==> src/rtl/mux_2to1.sv <==
// mux_2to1: 2:1 data selector with a clocked capture copy and a saturating sel-toggle counter.
// Build macro MUX2TO1_REG_OUT_EN: when defined, out_q/valid_q are registered; otherwise out_q follows out.
module mux_2to1 #(
  parameter int WIDTH = 8,
  parameter int CNT_W = 16
) (
  input  logic             clk,
  input  logic             rst,
  input  logic [WIDTH-1:0] in0,
  input  logic [WIDTH-1:0] in1,
  input  logic             sel,
  input  logic             en,
  output logic [WIDTH-1:0] out,
  output logic [WIDTH-1:0] out_q,
  output logic             valid_q,
  output logic [CNT_W-1:0] sel_toggles
);

  localparam logic [CNT_W-1:0] CNT_MAX_C = {CNT_W{1'b1}};

  logic             sel_prev_r;
  logic [CNT_W-1:0] toggles_r;
  logic             toggle_s;

  // Data selection: only a definite 1 on sel picks in1, so X/Z on sel falls back to in0
  always_comb begin
    out = in0;
    if (sel == 1'b1) begin
      out = in1;
    end else begin
      out = in0;
    end
  end

  assign toggle_s = (sel != sel_prev_r);

  // Select history and saturating transition count, sampled on every edge regardless of en
  always_ff @(posedge clk or posedge rst) begin
    if (rst) begin
      sel_prev_r <= 1'b0;
      toggles_r  <= '0;
    end else begin
      sel_prev_r <= sel;
      if (toggle_s && (toggles_r != CNT_MAX_C)) begin
        toggles_r <= toggles_r + CNT_W'(1'b1);
      end
    end
  end

  assign sel_toggles = toggles_r;

`ifdef MUX2TO1_REG_OUT_EN
  logic [WIDTH-1:0] out_q_r;
  logic             valid_q_r;

  // Capture the current selection when enabled; hold otherwise
  always_ff @(posedge clk or posedge rst) begin
    if (rst) begin
      out_q_r   <= '0;
      valid_q_r <= 1'b0;
    end else if (en) begin
      out_q_r   <= out;
      valid_q_r <= 1'b1;
    end
  end

  assign out_q   = out_q_r;
  assign valid_q = valid_q_r;
`else
  // Capture enable has no function without the output registers
  logic unused_en_s;
  assign unused_en_s = en;
  assign out_q       = out;
  assign valid_q     = 1'b1;
`endif

endmodule

==> config.mk <==
export PLATFORM = sky130hd
export DESIGN_NAME = mux_2to1
export DESIGN_NICKNAME = d
export VERILOG_FILES = /design/src/rtl/mux_2to1.sv
export SDC_FILE = /design/constraint.sdc
export NUM_CORES = 1
export LEC_CHECK = 0
export CAP_MARGIN = 25
export CORE_MARGIN = 2
export CORE_UTILIZATION = 39
export DETAILED_ROUTE_END_ITERATION = 10
export PLACE_DENSITY = 0.79
export SYNTH_ARGS = -nofsm -noshare
export SYNTH_HDL_FRONTEND = slang
export SYNTH_SLANG_ARGS = --single-unit
==> constraint.sdc <==
create_clock -name clk -period 2.5 [get_ports clk]
set_clock_uncertainty 0.1 [all_clocks]
set_input_delay 0.25 -clock clk [delete_from_list [all_inputs] [get_ports clk]]
set_output_delay 0.25 -clock clk [all_outputs]
set_load 0.005 [all_outputs]
Yosys cells after proc, flatten, opt, wreduce, memory -nomap -nowiden

Index checks and enable logic that the tools add are counted.
W data, S select, Z words.

Multiplexer cells: 1
$add $sub $neg: 1
Eq/ne operators: 2
Reduce and logical (&&, ||, !) cells: 1

Operator list:

| cell                    | number |
|---|---|
| $add A16 B1 Y16 const B | 1 |
| $ne A16 B16 Y1 const B  | 1 |
| $mux W8                 | 1 |
| $logic_and A1 B1 Y1     | 1 |
| $ne A1 B1 Y1            | 1 |

Register bits: 17
Input port bits: 20
Output and inout bits: 33
Logic and storage cells: 7

Logic depth before layout (Yosys ltp)

Word-level depth: 2
Depth in mapped cells: 5

Least setup slack after synthesis

OpenSTA, ideal clock, no wires.

Path kind: register -> register
Start: register toggles_r[0] (netlist: sel_toggles[0])
End: register toggles_r[1] (netlist: sel_toggles[1])
Period minus slack after synthesis: 1.796 ns
Arrival: 1.571 ns
Buffers on the path: 0
Required time: 2.275 ns
Stages on the path, launching flop included: 6
Slack: 0.704 ns
Cell sequence: dfrtp_1 ha_1 nand3_1 nor4_4 nor2_2 mux2_4

Word-level cells in the longest chain between the ends: 2

RTL lines:

| element                                                 | RTL line | text |
|---|---|---|
| start, declared                                         | 22       | `logic [CNT_W-1:0] toggles_r;` |
| start signal, assigned                                  | 45       | `toggles_r <= toggles_r + CNT_W'(1'b1);` |
| branches (longest 2 deep; another with $add A16 B1 Y16) | --       |  |

Parallel ways; which one is timed is not known.
A chain may end at the register's enable or synchronous reset.

Worst setup path in the final report

Start: input port sel
End: output port out[7]

Word-level cells in the longest chain between the ends: 1

RTL lines:

| element         | RTL line | text |
|---|---|---|
| start, declared | 11       | `input logic sel,` |
| $mux W8         | 28       | `if (sel == 1'b1) begin` |
| end, declared   | 13       | `output logic [WIDTH-1:0] out,` |

Every way passes these cells.

==> impl_results.md <==
- Setup crit start kind: primary input
- Setup crit end: out[7]
- Worst-Margin Slew: between 0.6 and 0.7 ns
- Synth warn: 0
- Pleak: roughly 0.00065 uW
- Pwr dens: around 650 nW/um^2
- Worst Hold Class: in -> async
- CP endpoint kind: output port
- Routed len/inst: 13.5 microns
- WHS: 0.228 ns
- Clk_lat worst skew: approximately 0.29 ns
- Total congestion overflow: 0
- Non-filler cells, final: approximately 170
- Critical Path Source: sel
- Post-Syn Nets: approximately 110
- Initial Util: 0.412
- Setup Fix Bufs, Post-CTS: 0
- RSZ-0062 raised after global routing: false
- Largest net degree at the start of global routing: 18
- DRT Wirelength: roughly 2.2 mm
- Initial antenna violation count: 0
- Post-route cell area: approximately 1500 sq um
- Htree depth: 1
- Max VDD drop: between 0.3 and 0.4 mV
- Synth Instances: 90
- Most common cell after layout, fill and taps aside: clkdlybuf4s50_1
- Die X: 55.1 microns
- DP HPWL: between 1.5 and 2 mm
- Overall power: around 980 uW
- Worst slew margin relative to its limit: 0.578
- Mapped Area: around 1000 sq um
- Worst Reg2Reg Path Length in Cells: 5
- Post-CTS Resized: 0
- RR Startpoint: sel_toggles[0]
- # Max-Cap Violations: 0
- Placed Cells: ~160
- Die H: between 50 and 60 microns
- Number of clock sinks: 17
- Area delta synth->final: 48.7%
- GRT Total Usage: 0.168
- Fin. max-slew vios: 0
- Yosys reg bits: 17
- First-pass GRT wire length: roughly 3.6 mm
- Synth cell types: 26
- Commonest non-fill, non-tap cells in the layout: clkdlybuf4s50_1, dfrtp_1, xor2_1, mux2_2
- Max Freq: around 480 MHz
- N_diodes: 0
- Core Rows: 18
- Worst reg2reg endpoint: sel_toggles[1]
- Placed cell area: about 1500 sq um
- CTS clk-pin slew, worst paths: roughly 0.1 ns
- Total CTS buffers: 3
- Die area: between 3000 and 4000 sq um
- Drt pass-1 iters: 3
- Input/output buffers: 50
- Worst reg2reg setup slack: ~0.54 ns
- Worst Path Max Fanout: 11
- Hold-fix buffers, CTS: 0
- Critical path arrival: 1.71 ns
- Sequential-to-total area share from yosys stat: 0.417
- Layout fillers: 220
- GPL Wtd Cong: about 0.76
- Critical Path RT: 2.15 ns
- Antenna-violating nets left: 0
- Ratio of cells with drive above 1 in the final layout: 0.141
- Critical path type: in -> out
- Remaining DRCs: 0
- NumNets Final: ~160
- Outcome: finished, final reports clean
- CTS Buffer Depth: 2
- Syn Area/Cell: approximately 11 sq um
- Setup Total Neg Slack: 0 ns
- DR vias/cell: roughly 5
- Via count: 840
- Core area: 2480 sq um
- Fin. Hold Viols: 0
- I/O pin total: 53
- Clock root cell: clkbuf_4
- Final setup fails: 0
- CTS tree: built
- Fin crit period: 2.06 ns
- Initial DRC Count: 10
- Tcrit/Tclk final: 0.826
- Number of global-route vias before repair: 865
==> routing by layer <==
metal	global-route usage	wire [microns]	vias to the layer above
li1	-	-	399
met1	0.177	850	395
met2	0.312	1160	44
met3	0.0430	199	2
met4	0.0732	12	0
met5	0	0	-
==> sequential cells by signal, indices dropped and copies added, names as in the netlist <==
register     flops
sel_toggles     16
sel_prev_r       1
==> worst max-delay path, stage by stage <==
cell and delay [ns]:
clkdlybuf4s50_1 0.45, buf_4 0.19, mux2_2 0.36, clkdlybuf4s50_1 0.46
==> cell type report <==
cell class	instances	area (sq um)	share of cell area
timing repair buffer	51	508	0.335
sequential	17	425	0.281
tap	30	37.5	0.0248
inverter	1	3.75	0.00248
clock buffer	4	26.3	0.0173
multi-input combinational	62	515	0.340
==> per-stage QoR <==
stage | util | setup WS (ns)
final | 0.612 | 0.436
after global routing | 0.612 | 0.387
after CTS | 0.612 | 0.424
after detailed placement | 0.602 | 0.427
after global placement | 0.602 | 0.442
after floorplan | - | 0.704
==> worst min-delay path by stage <==
stage,depth (start not counted),slack (ns),endpoint
after floorplan,1,0.08,sel_prev_r
after global placement,1,0.39,sel_toggles[15]
after detailed placement,1,0.40,sel_toggles[12]
after CTS,2,0.25,sel_toggles[14]
after global routing,2,0.29,sel_toggles[0]
final,2,0.23,sel_toggles[0]
==> cells by family after synthesis <==
kind of cell / synth area share
simple gates: 0.233
xor+xnor: 0.153
flops: 0.417
buf+inv: 0.0773
mux: 0.103
fa+ha+maj: 0.0123
other cells: 0.00368
==> cells in the mapped netlist (all sizes together) <==
cell type | count | area (sq um)
and2 | 1 | 6.26
nor2 | 3 | 13.8
dfrtp | 17 | 425
mux2 | 9 | 105
inv | 1 | 3.75
xor2 | 16 | 148
nand4 | 6 | 58.8
xnor2 | 1 | 8.76
nor4 | 6 | 52.6
conb | 1 | 3.75
nand2b | 1 | 6.26
ha | 1 | 12.5
buf | 10 | 75.1
nor3b | 1 | 7.51
nor4b | 2 | 23.8
nand2 | 4 | 15.0
and4 | 1 | 8.76
nor3 | 5 | 25.0
nand3 | 4 | 20.0
==> power by group <==
group | internal [uW] | switching [uW] | leakage [uW]
clock network | 62.0 | 84.1 | 0.0000150
logic | 248 | 123 | 0.000421
registers | 343 | 121 | 0.000213
total | 653 | 328 | 0.000649
(Power assumes the default switching activity.)
